**src/rtl/fe_mux_pkg.sv**
```systemverilog
// rtl/fe_mux_pkg.sv - shared types and lane framing constants for the front-end mux link
package fe_mux_pkg;

    typedef enum logic [1:0] {
        ST_HUNT    = 2'd0,
        ST_ALIGNED = 2'd1,
        ST_DATA    = 2'd2
    } fe_state_e;

    // Shared with the transmitter so both ends agree on idle and start markers.
    localparam logic [3:0] TRAIN_NIBBLE_DEF = 4'hA;
    localparam logic [3:0] START_NIBBLE_DEF = 4'h5;

endpackage

```
**src/rtl/fe_sync_fifo.sv**
```systemverilog
// rtl/fe_sync_fifo.sv - first-word fall-through synchronous FIFO with drop-on-full reporting
module fe_sync_fifo #(
    parameter int W          = 16,
    parameter int FIFO_DEPTH = 4
) (
    input  logic         clk,
    input  logic         rst_n,
    input  logic         push,
    input  logic [W-1:0] push_data,
    output logic         full,
    output logic         drop,
    input  logic         pop,
    output logic [W-1:0] pop_data,
    output logic         empty
);
    localparam int AW = (FIFO_DEPTH > 1) ? $clog2(FIFO_DEPTH) : 1;
    localparam logic [AW:0] CNT_ONE  = (AW+1)'(1);
    localparam logic [AW:0] CNT_FULL = (AW+1)'(FIFO_DEPTH);

    logic [W-1:0]  mem [FIFO_DEPTH];
    logic [AW-1:0] wr_ptr;
    logic [AW-1:0] rd_ptr;
    logic [AW:0]   count;
    logic          do_push;
    logic          do_pop;

    assign empty    = (count == '0);
    assign full     = (count == CNT_FULL);
    assign do_pop   = pop & ~empty;
    // A same-cycle pop frees the slot, so a push into a full FIFO is still accepted.
    assign do_push  = push & (~full | do_pop);
    assign drop     = push & full & ~do_pop;
    assign pop_data = mem[rd_ptr];

    always_ff @(posedge clk or negedge rst_n) begin
        if (!rst_n) begin
            for (int i = 0; i < FIFO_DEPTH; i++) mem[i] <= '0;
            wr_ptr <= '0;
            rd_ptr <= '0;
            count  <= '0;
        end else begin
            if (do_push) begin
                mem[wr_ptr] <= push_data;
                wr_ptr      <= wr_ptr + 1'b1;
            end
            if (do_pop) rd_ptr <= rd_ptr + 1'b1;
            case ({do_push, do_pop})
                2'b10:   count <= count + CNT_ONE;
                2'b01:   count <= count - CNT_ONE;
                default: count <= count;
            endcase
        end
    end

endmodule

```
**src/rtl/fe_ddr_deser.sv**
```systemverilog
// rtl/fe_ddr_deser.sv - DDR lane deserializer: nibble framing, training lock, word assembly
module fe_ddr_deser
    import fe_mux_pkg::*;
#(
    parameter int         NIBBLES_PER_WORD = 4,
    parameter logic [3:0] TRAIN_NIBBLE     = TRAIN_NIBBLE_DEF,
    parameter logic [3:0] START_NIBBLE     = START_NIBBLE_DEF,
    parameter int         LOCK_COUNT       = 8,
    parameter int         FIFO_DEPTH       = 4
) (
    input  logic                          clk,
    input  logic                          rst_n,
    input  logic                          in_diff_0,
    input  logic                          in_diff_180,
    input  logic                          frame_sync,
    output logic [4*NIBBLES_PER_WORD-1:0] m_data,
    output logic                          m_valid,
    input  logic                          m_ready,
    output logic                          locked,
    output logic                          overflow,
    output logic [7:0]                    err_cnt
);
    localparam int W     = 4 * NIBBLES_PER_WORD;
    localparam int IDX_W = (NIBBLES_PER_WORD > 1) ? $clog2(NIBBLES_PER_WORD) : 1;
    localparam int TC_W  = $clog2(LOCK_COUNT + 1);
    localparam logic [IDX_W-1:0] LAST_IDX  = IDX_W'(NIBBLES_PER_WORD - 1);
    localparam logic [IDX_W-1:0] IDX_ONE   = IDX_W'(1);
    localparam logic [TC_W-1:0]  LOCK_LAST = TC_W'(LOCK_COUNT - 1);
    localparam logic [TC_W-1:0]  TC_ONE    = TC_W'(1);

    logic             phase_q;
    logic [1:0]       nib_lo;
    logic [3:0]       nib_q;
    logic             nib_valid;
    fe_state_e        state;
    logic [TC_W-1:0]  train_cnt;
    logic [IDX_W-1:0] idx;
    logic [W-1:0]     word_q;
    logic [W-1:0]     push_word;
    logic             slip;
    logic             push;
    logic             pop;
    logic             fifo_full;
    logic             fifo_empty;
    logic             fifo_drop;

    // frame_sync landing on the first half of a nibble means the framing has slipped.
    assign slip    = frame_sync & ~phase_q;
    assign push    = nib_valid & ~slip & (state == ST_DATA) & (idx == LAST_IDX);
    assign pop     = m_valid & m_ready;
    assign m_valid = ~fifo_empty;

    always_comb begin
        push_word          = word_q;
        push_word[W-4 +: 4] = nib_q;
    end

    always_ff @(posedge clk or negedge rst_n) begin
        if (!rst_n) begin
            phase_q   <= 1'b0;
            nib_lo    <= 2'b00;
            nib_q     <= 4'h0;
            nib_valid <= 1'b0;
        end else begin
            phase_q   <= frame_sync ? 1'b0 : ~phase_q;
            nib_valid <= phase_q;
            if (!phase_q) nib_lo <= {in_diff_180, in_diff_0};
            else          nib_q  <= {in_diff_180, in_diff_0, nib_lo};
        end
    end

    always_ff @(posedge clk or negedge rst_n) begin
        if (!rst_n) begin
            state     <= ST_HUNT;
            locked    <= 1'b0;
            train_cnt <= '0;
            idx       <= '0;
            word_q    <= '0;
            err_cnt   <= 8'h00;
            overflow  <= 1'b0;
        end else begin
            if (fifo_drop) overflow <= 1'b1;
            if (slip) begin
                state     <= ST_HUNT;
                locked    <= 1'b0;
                train_cnt <= '0;
                idx       <= '0;
                if (locked && err_cnt != 8'hFF) err_cnt <= err_cnt + 8'd1;
            end else if (nib_valid) begin
                case (state)
                    ST_HUNT: begin
                        if (nib_q != TRAIN_NIBBLE) begin
                            train_cnt <= '0;
                        end else if (train_cnt == LOCK_LAST) begin
                            state     <= ST_ALIGNED;
                            locked    <= 1'b1;
                            train_cnt <= '0;
                        end else begin
                            train_cnt <= train_cnt + TC_ONE;
                        end
                    end
                    ST_ALIGNED: begin
                        if (nib_q == START_NIBBLE) begin
                            state <= ST_DATA;
                            idx   <= '0;
                        end else if (nib_q != TRAIN_NIBBLE) begin
                            state  <= ST_HUNT;
                            locked <= 1'b0;
                            if (err_cnt != 8'hFF) err_cnt <= err_cnt + 8'd1;
                        end
                    end
                    ST_DATA: begin
                        word_q[{idx, 2'b00} +: 4] <= nib_q;
                        if (idx == LAST_IDX) begin
                            state <= ST_ALIGNED;
                            idx   <= '0;
                        end else begin
                            idx <= idx + IDX_ONE;
                        end
                    end
                    default: begin
                        state  <= ST_HUNT;
                        locked <= 1'b0;
                    end
                endcase
            end
        end
    end

    fe_sync_fifo #(
        .W          (W),
        .FIFO_DEPTH (FIFO_DEPTH)
    ) u_fifo (
        .clk       (clk),
        .rst_n     (rst_n),
        .push      (push),
        .push_data (push_word),
        .full      (fifo_full),
        .drop      (fifo_drop),
        .pop       (pop),
        .pop_data  (m_data),
        .empty     (fifo_empty)
    );

endmodule

```
**config.mk**
```make
export PLATFORM = sky130hd
export DESIGN_NAME = fe_ddr_deser
export DESIGN_NICKNAME = d
export VERILOG_FILES = /design/src/rtl/fe_mux_pkg.sv /design/src/rtl/fe_sync_fifo.sv /design/src/rtl/fe_ddr_deser.sv
export SDC_FILE = /design/constraint.sdc
export NUM_CORES = 1
export LEC_CHECK = 0
export CAP_MARGIN = 20
export CELL_PAD_IN_SITES_DETAIL_PLACEMENT = 0
export CELL_PAD_IN_SITES_GLOBAL_PLACEMENT = 1
export CORE_ASPECT_RATIO = 1.4
export CORE_MARGIN = 3
export CORE_UTILIZATION = 40
export CTS_CLUSTER_SIZE = 30
export DETAILED_ROUTE_END_ITERATION = 10
export PLACE_DENSITY = 0.73
export REMOVE_ABC_BUFFERS = 1
export SLEW_MARGIN = 20
export SYNTH_ARGS = -nofsm -noshare
export SYNTH_HDL_FRONTEND = slang
export SYNTH_SLANG_ARGS = --single-unit
```
**constraint.sdc**
```tcl
create_clock -name clk -period 3.4 [get_ports clk]
set_input_delay 0.51 -clock clk [delete_from_list [all_inputs] [get_ports clk]]
set_output_delay 0.51 -clock clk [all_outputs]
set_load 0.02 [all_outputs]
```
Yosys cells after proc, flatten, opt, wreduce, memory -nomap -nowiden
Cells that the tools add are included.
{"block": "totals", "regBits": 113, "wordCells": 126, "inputBits": 6, "output_inout_bits": 27}
{"block": "op_classes", "bitwise": 17, "n_eq_ne": 20, "n_mux": 41, "n_addsub": 8, "n_lt_le_gt_ge": 3, "shifts": 2, "n_reduce_logical": 17}
{"op": "bitwise mux 64 bit", "count": 1}
{"op": "two-way mux 8 bit", "count": 7}
{"op": "two-way mux 16 bit", "count": 3}
{"op": "binary-select mux 16 bit (select 2 bit)", "count": 1}
{"op": "demux 16 bit (select 2 bit)", "count": 1}
{"op": "two-way mux 2 bit", "count": 11}
{"op": "two-way mux 4 bit", "count": 5}
{"op": "bitwise mux 16 bit", "count": 1}
{"op": "variable shift 4 x 6 -> 16 bit (first input constant)", "count": 1}
{"op": "variable part select 4 x 6 -> 16 bit", "count": 1}
{"op": "inequality test 3 bit (second input constant)", "count": 5}
{"op": "AND reduction 6 bit", "count": 2}
{"op": "nonzero test 2 bit", "count": 6}
{"op": "AND 1 bit", "count": 9}
{"op": "adder 8 x 1 -> 8 bit (second input constant)", "count": 1}
{"op": "== test 4 x 3 -> 1 bit (second input constant)", "count": 2}
{"op": "inequality test 4 bit (second input constant)", "count": 2}
{"op": "inequality test 8 bit (second input constant)", "count": 1}
{"op": "two-way mux 1 bit", "count": 7}
{"op": "adder 2 x 1 -> 2 bit (second input constant)", "count": 3}
{"op": "== test 2 bit (second input constant)", "count": 3}
{"op": "greater-or-equal comparator 3 bit (second input constant)", "count": 2}
{"op": "negation 4 -> 6 bit", "count": 1}
{"op": "inverter 2 -> 3 bit", "count": 2}
{"op": "other kinds (22)", "count": 30}

Longest topological paths before layout
Gate-level depths: netlist of run 1.
{"block": "logic_depth", "word_depth": 9, "depth_mapped": 12, "ltp_nobuf": 10}

Cells and area by module
Synthesis of run 1 repeated with hierarchy kept, for this count alone.
{"block": "unflattened", "hier_cells": 380, "area_unflattened_um2": 5021.1}
{"mod": "fe_sync_fifo", "area_per_inst_um2": 3201.8, "cells_each": 194, "instances": 1, "seq_area_each_um2": 1776.7}
{"mod": "fe_ddr_deser", "area_per_inst_um2": 1819.2, "cells_each": 186, "instances": 1, "seq_area_each_um2": 950.9}

Least setup slack after synthesis of run 1
Ideal clock, no wire load.
{"block": "synth_timing", "path_type": "input port to flip-flop", "start": "input port m_ready", "end": "register u_fifo.count[2]", "arrival_time_ns": 2.404, "n_path_buf": 1, "required_ns": 3.321, "path_stages": 10, "setup_slack_ns": 0.917, "setup_ns": 0.079, "cell_sequence": "or4b_1 -> and3_4 -> buf_12 -> inv_1 -> ha_1 -> inv_1 -> fa_1 -> xor2_1 -> nor2_1 -> xor2_1"}
{"block": "synth_via", "elab_chain_cells": 6}
{"element": "start, declared", "line_no": "fe_ddr_deser.sv:18", "source": "input logic m_ready,"}
{"element": "AND 1 bit (*)", "line_no": "fe_ddr_deser.sv:50", "source": "assign pop = m_valid & m_ready;"}
{"element": "AND 1 bit (*)", "line_no": "fe_sync_fifo.sv:29", "source": "assign do_pop = pop & ~empty;"}
{"element": "OR 1 bit", "line_no": "fe_sync_fifo.sv:31", "source": "assign do_push = push & (~full | do_pop);"}
{"element": "AND 1 bit", "line_no": "fe_sync_fifo.sv:31"}
{"element": "== test 2 x 1 -> 1 bit / == test 2 bit (equally long branches)", "line_no": "fe_sync_fifo.sv:47", "source": "case ({do_push, do_pop})"}
{"element": "case mux 3 bit (2 select lines) / nonzero test 2 bit (equally long branches)"}
{"element": "end signal, assigned", "line_no": "fe_sync_fifo.sv:48", "source": "2'b10: count <= count + CNT_ONE;"}
{"element": "end signal, assigned", "line_no": "fe_sync_fifo.sv:49", "source": "2'b01: count <= count - CNT_ONE;"}
{"element": "end signal, assigned", "line_no": "fe_sync_fifo.sv:50", "source": "default: count <= count;"}
{"element": "end, declared", "line_no": "fe_sync_fifo.sv:23", "source": "logic [AW:0] count;"}
Mark *: on every way between the ends. The rest lies on a longest branch, timed or not.
A chain may end at the register's enable or synchronous reset.

Worst setup path in the final report of run 1
{"block": "layout_timing", "start": "register u_fifo.rd_ptr[0]", "end": "output port m_data[13]"}
{"block": "layout_via", "elab_chain_cells": 4}
{"element": "start, declared", "line_no": "fe_sync_fifo.sv:22", "source": "logic [AW-1:0] rd_ptr;"}
{"element": "start signal, assigned", "line_no": "fe_sync_fifo.sv:46", "source": "if (do_pop) rd_ptr <= rd_ptr + 1'b1;"}
{"element": "inverter 2 -> 3 bit (implied by the code)", "line_no": "fe_sync_fifo.sv:33", "source": "assign pop_data = mem[rd_ptr];"}
{"element": "binary-select mux 16 bit (select 2 bit)", "line_no": "fe_sync_fifo.sv:33"}
{"element": "two-way mux 16 bit (implied by the code) (2 in series)", "line_no": "fe_sync_fifo.sv:33"}
{"element": "end, declared", "line_no": "fe_ddr_deser.sv:16", "source": "output logic [4*NIBBLES_PER_WORD-1:0] m_data,"}
Every way passes these cells. The select of a mux whose other input is x is not followed.

==> results of run 1 <==
==> worst max-delay path, cell delays in order, from the launching register on <==
cell and delay [ns]:
dfrtp_1 0.44, buf_4 0.36, mux4_2 0.59, clkdlybuf4s50_1 0.56
==> per-stage QoR <==
| stage | cells | power, mW | util | hold WS, ns | instance area, um^2 |
|---|---|---|---|---|---|
| final | 594 | 3.20 | 0.468 | 0.226 | 6050 |
| after global routing | 594 | 3.37 | 0.468 | 0.286 | 6050 |
| after CTS | 594 | 3.24 | 0.468 | 0.255 | 6050 |
| after detailed placement | 578 | 2.21 | 0.445 | 0.462 | 5760 |
| after global placement | 578 | 2.20 | 0.445 | 0.462 | 5760 |
| after floorplan | 364 | 1.94 | - | 0.214 | 5180 |
==> power groups by stage <==
stage               sequential, mW  combinational (mW)  clock, mW
floorplan                     1.63               0.314          0
global placement              1.57               0.629          0
detailed placement            1.57               0.644          0
CTS                           1.55               0.645       1.05
global route                  1.57               0.696       1.10
finish                        1.55               0.632       1.02
==> logic make-up (layout without fill, tap and decap cells) <==
family | Yosys count | after routing | synth area share
buf+inv | 33 | 68 | 0.0404
simple gates | 89 | 89 | 0.107
xor+xnor | 10 | 10 | 0.0164
flops | 109 | 109 | 0.512
fa+ha+maj | 13 | 13 | 0.0319
compound gates | 41 | 41 | 0.0493
mux | 86 | 86 | 0.244
==> placed cells by master (no fill, tap or decap), drive strengths merged, types with 5 or more instances in the layout <==
cell type,count
buf,5
a21oi,5
mux4,16
mux2,70
xor2,7
nor2,10
inv,19
ha,12
clkbuf,9
nand2,45
dfrtp,109
clkdlybuf4s50,31
nor3b,5
o21ai,23
==> layout make-up <==
cell class,count,area (um^2)
Sequential cell,109,2730
Timing Repair Buffer,36,360
Clock inverter,7,67.6
Clock buffer,9,225
Fill cell,1167,6880
Multi-Input combinational cell,239,2390
Tap cell,178,223
Inverter,16,60.1
==> sequential cells by signal, indices dropped and copies added, names as in the netlist <==
| register | flops |
|---|---|
| nib_valid | 1 |
| state | 2 |
| phase_q | 1 |
| train_cnt | 4 |
| word_q | 12 |
| idx | 2 |
| u_fifo.rd_ptr | 2 |
| err_cnt | 8 |
| nib_lo | 2 |
| overflow | 1 |
| u_fifo.wr_ptr | 2 |
| u_fifo.count | 3 |
| u_fifo.mem | 64 |
| locked | 1 |
| nib_q | 4 |
==> how the worst max path moves through the flow <==
stage,startpoint,end,slack [ns]
2_1_floorplan,frame_sync,u_fifo.count[2]$_DFFE_PN0P_,0.70
3_3_place_gp,m_ready,u_fifo.count[2]$_DFFE_PN0P_,0.44
3_5_place_dp,m_ready,u_fifo.count[2]$_DFFE_PN0P_,0.40
4_1_cts,u_fifo.rd_ptr[0]$_DFFE_PN0P_,m_data[13],0.56
5_1_grt,u_fifo.rd_ptr[0]$_DFFE_PN0P_,m_data[13],0.50
6_report,u_fifo.rd_ptr[0]$_DFFE_PN0P_,m_data[13],0.58
==> layer usage <==
metal,vias to the layer above,part of all wire,global-route usage
met3,14,0.024,0.0272
met4,0,0.017,0.0511
met5,-,0,0
li1,1408,-,-
met1,1515,0.44,0.171
met2,36,0.52,0.255
==> out/metrics.yaml, run 1 <==
die_w_um: 104
first_pass_iters: 4
cp-end-kind: "output port"
htreeDepth: 3
initial_utilization: 0.412
fmax_ghz: 0.355
ir_worst_vdd_uv: 355
cp-start-kind: "flop"
postCtsHoldBufs: 0
critPathMaxFanout: 15
area_growth_pct: 13.5
cp.required_ns: 2.89
nets: 430
p_sw_frac: 0.309
grt_antenna_before_repair: 0
seq_area_frac_synth: 0.512
ant_nets: 0
die_y_um: 143
synthArstFlopShare: 1.00
rsz0062_at_grt: "no"
clkPwrFrac: 0.319
clk_path_buf_depth: 2
cts_tree: "yes"
antenna_cells: 0
r2r-end: "u_fifo.count[2]$_DFFE_PN0P_"
io_pins: 33
cts_buffers: 9
synth_top_area_cell: "dfrtp_1"
overflow: 0
ctsResizeCount: 0
pwr_density_cell_nw_per_um2: 529
ff2ff_path_depth: 9
combPwrFrac: 0.197
cts_setup_buffers: 0
drive_gt1_frac: 0.293
grt_max_degree: 62
drcViolationCount: 0
r2r_slack_ns: 0.89
dpl.hpwl_um: 6440
yosys-top-cells-count: "dfrtp_1, nand2_1, mux2_4"
synth_most_common_cell: "dfrtp_1"
timing.rr.start: "u_fifo.count[1]$_DFFE_PN0P_"
synth_area_leaders: "dfrtp_1, mux2_4, mux4_2"
clock_skew_ns: 0.0110
netlist-cell-type-count: 50
hold_violations: 0
slew_headroom: 0.484
yosysTopAreaCellShare: 0.512
row_count: 49
cp.arrival_ns: 2.31
root_buffer: "clkbuf_16"
place_congestion: 0.752
track_usage: 0.142
yosys_warnings: 0
hp-class: "in -> async"
fin_crit_sh: 0.828
clock_latency_ns: 0.35
via_per_inst: 5.01
avgSynthCellArea_um2: 14.0
grt_pass1_vias: 3175
clk_pin_slew_ns: 0.08
synth_area_um2: 5330
synth_flop_cell: "dfrtp_1"
fin_ws_ns: 0.583
grt_pass1_wl_um: 16700
vias: 2973
internal_power_mw: 2.21
tns_ns: 0
p_seq_frac: 0.483
portBuffers: 32
drt-total-wl_um: 9750
cts_sinks: 109
crit_type: "reg -> out"
finalSetupViolCount: 0
worst_pin_slew_ns: 0.773
routedWlPerCell_um: 16.4
die_area_um2: 14800
leakage_nw: 2.83
ys_seq_elements: 109
maxCapViolCount: 0
status: "completed"
synth_cells: 381
period_minus_slack_ns: 2.82
synth-edff-count: 0
coreArea_um2: 12900
drt_iter0_markers: 139
drv_slew: 0
p_sw_mw: 0.991
dp_slack_ns: 0.403
No activity file was read; power rests on OpenSTA's default activity.
==> run 2, diff against run 1 <==
==> constraint.sdc (replaced) <==
create_clock -name clk -period 2.8 [get_ports clk]
set_input_delay 0.42 -clock clk [delete_from_list [all_inputs] [get_ports clk]]
set_output_delay 0.42 -clock clk [all_outputs]
set_load 0.02 [all_outputs]
==> run 2 against run 1 <==
- via count rose by 0.10%
- power rose by 24%
- first-iteration DRC count fell by 14%
- sequential share of layout area fell by 0.42 points
- critical path depth did not move
- global-route usage fell by 0.063 points
- sequential power rose by 21%
- largest power group unchanged
==> out/metrics.yaml, run 2 (same netlist as run 1, synthesis figures left out) <==
status: "completed"  # unchanged
clock_latency_ns: 0.34  # was 0.35 ns
place_area_um2: 5790  # was 5760 um^2
finalSetupViolCount: 0  # unchanged
coreArea_um2: 12900  # unchanged
portBuffers: 32  # unchanged
slew_headroom: 0.645  # was 0.484
cts_sinks: 109  # unchanged
grt_pass1_wl_um: 16600  # was 16700 um
overflow: 0  # unchanged
ctsResizeCount: 0  # unchanged
ant_nets: 0  # unchanged
min-delay-start: "nib_lo[1]$_DFFE_PN0N_"
worstHoldEndpoint: "nib_q[1]$_DFFE_PN0P_"
instances_no_fill: 598  # was 594
drt_iter0_markers: 120  # was 139
die_area_um2: 14800  # unchanged
p_seq_frac: 0.472  # was 0.483
initial_utilization: 0.412  # unchanged
grt_antenna_before_repair: 0  # unchanged
leakage_nw: 2.87  # was 2.83 nW
r2r-end: "u_fifo.count[2]$_DFFE_PN0P_"  # unchanged
die_y_um: 143  # unchanged
crit_type: "reg -> out"  # unchanged
grt_max_degree: 57  # was 62
combPwrFrac: 0.200  # was 0.197
path_buf_inv: 2  # unchanged
postCtsHoldBufs: 1  # was 0
routedWlPerCell_um: 16.3  # was 16.4 um
r2r_slack_ns: 0.46  # was 0.89 ns
worst_pin_slew_ns: 0.532  # was 0.773 ns
critPathMaxFanout: 14  # was 15
ir_worst_vdd_uv: 433  # was 355 uV
maxCapViolCount: 0  # unchanged
critPathMaxStageDelay_ns: 0.56  # was 0.59 ns
ff2ff_path_depth: 9  # unchanged
pwr_density_cell_nw_per_um2: 649  # was 529 nW/um^2
top_register: "u_fifo.mem"  # unchanged
clk_pin_slew_ns: 0.07  # was 0.08 ns
vias: 2976  # was 2973
hold_path_depth: 2
dp_slack_ns: 0.0404  # was 0.403 ns
mostFrequentLayoutCells: "dfrtp_1, nand2_1, mux2_4, clkdlybuf4s50_1, mux2_2"  # unchanged
cp-start-kind: "flop"  # unchanged
clk_path_buf_depth: 2  # unchanged
p_sw_mw: 1.17  # was 0.991 mW
die_w_um: 104  # unchanged
cp-end-kind: "output port"  # unchanged
place_congestion: 0.720  # was 0.752
cp.arrival_ns: 2.20  # was 2.31 ns
p_sw_frac: 0.295  # was 0.309
reg_top3: "u_fifo.mem (64), word_q (12), err_cnt (8)"  # unchanged
final_area_um2: 6110  # was 6050 um^2
nets: 434  # was 430
root_buffer: "clkbuf_16"  # unchanged
via_per_inst: 4.98  # was 5.01
hold_violations: 0  # unchanged
drcViolationCount: 0  # unchanged
cts_buffers: 9  # unchanged
cp_cell_sequence: "buf_12 -> mux4_2 -> clkdlybuf4s50_1"  # was buf_4 -> mux4_2 -> clkdlybuf4s50_1
row_count: 49  # unchanged
largest_reg_flops: 64  # unchanged
antenna_cells: 0  # unchanged
drv_slew: 0  # unchanged
tns_ns: 0  # unchanged
drive_gt1_frac: 0.295  # was 0.293
first_pass_iters: 4  # unchanged
track_usage: 0.141  # was 0.142
dpl.hpwl_um: 6480  # was 6440 um
drt-total-wl_um: 9760  # was 9750 um
clkPwrFrac: 0.328  # was 0.319
internal_power_mw: 2.79  # was 2.21 mW
grt_pass1_vias: 3199  # was 3175
layout_commonest_cell: "dfrtp_1"  # unchanged
cts_setup_buffers: 0  # unchanged
rsz0062_at_grt: "no"  # unchanged
slowest_stage: "clkdlybuf4s50_1"  # was mux4_2
fin_crit_sh: 0.936
hp-class: "reg -> reg"  # was in -> async
timing.rr.start: "u_fifo.count[1]$_DFFE_PN0P_"  # unchanged
cts_tree: "yes"  # unchanged
path_delay_family: "buffers and inverters"  # unchanged
cp.required_ns: 2.38  # was 2.89 ns
dp.cells: 581  # was 578
period_minus_slack_ns: 2.62
fmax_ghz: 0.382
fin_ws_ns: 0.180  # was 0.583 ns
io_pins: 33  # unchanged
area_growth_pct: 14.6  # was 13.5%
htreeDepth: 3  # unchanged
clock_skew_ns: 0.00748  # was 0.0110 ns
run 2: power by group through the flow:
stage | clock network (mW) | registers, mW | logic, mW
finish | 1.30 | 1.87 | 0.794
global route | 1.41 | 1.89 | 0.881
CTS | 1.34 | 1.87 | 0.818
detailed placement | 0 | 1.90 | 0.817
global placement | 0 | 1.90 | 0.798
floorplan | 0 | 1.98 | 0.381
run 2: worst register-to-register path: cells and delay by family (launching register included):
kind,cells,cell delay [ns]
xor+xnor,2,0.30
fa+ha+maj,2,0.60
buf+inv,2,0.12
flops,1,0.41
simple gates,3,0.85
run 2: how the worst max path moves through the flow:
stage                            startpoint                           to  cells after the start  slack [ns]
2_1_floorplan             phase_q$_DFF_PN0_  u_fifo.count[2]$_DFFE_PN0P_                     10        0.14
3_3_place_gp                        m_ready  u_fifo.count[2]$_DFFE_PN0P_                     10        0.11
3_5_place_dp                        m_ready  u_fifo.count[2]$_DFFE_PN0P_                     10        0.04
4_1_cts        u_fifo.rd_ptr[0]$_DFFE_PN0P_                    m_data[2]                      3        0.12
5_1_grt        u_fifo.rd_ptr[0]$_DFFE_PN0P_                   m_data[13]                      3        0.07
6_report       u_fifo.rd_ptr[0]$_DFFE_PN0P_                    m_data[2]                      3        0.18
run 2: cell type report:
class	count	area (um^2)
repair buffers	40	405
fillers	1170	6830
well taps	178	223
inverters	16	60.1
clock buffers	10	229
flip-flops and latches	109	2730
multi-input cells	239	2390
clock inverters	6	76.3
run 2: metal layers:
metal	wire length, um	GRT usage	share of wire
met1	4180	0.171	0.43
met2	5180	0.251	0.53
met3	275	0.0336	0.028
met4	123	0.0441	0.013
met5	0	0	0
run 2: stage by stage:
stage	power, mW	hold slack [ns]	util
detailed placement	2.72	0.330	0.448
CTS	4.03	0.481	0.472
finish	3.96	0.475	0.472
global route	4.18	0.514	0.472
floorplan	2.36	0.124	-
global placement	2.69	0.327	0.448
==> run 3, diff against run 2 <==
--- a/config.mk
+++ b/config.mk
@@ -5,7 +5,6 @@
 export SDC_FILE = /design/constraint.sdc
 export NUM_CORES = 1
 export LEC_CHECK = 0
-export CAP_MARGIN = 20
 export CELL_PAD_IN_SITES_DETAIL_PLACEMENT = 0
 export CELL_PAD_IN_SITES_GLOBAL_PLACEMENT = 1
 export CORE_ASPECT_RATIO = 1.4
@@ -13,6 +12,7 @@
 export CORE_UTILIZATION = 40
 export CTS_CLUSTER_SIZE = 30
 export DETAILED_ROUTE_END_ITERATION = 10
+export GPL_ROUTABILITY_DRIVEN = 1
 export PLACE_DENSITY = 0.73
 export REMOVE_ABC_BUFFERS = 1
 export SLEW_MARGIN = 20
==> results of run 3 <==
No change in the layout: final DEF, timing and power equal those of run 2.
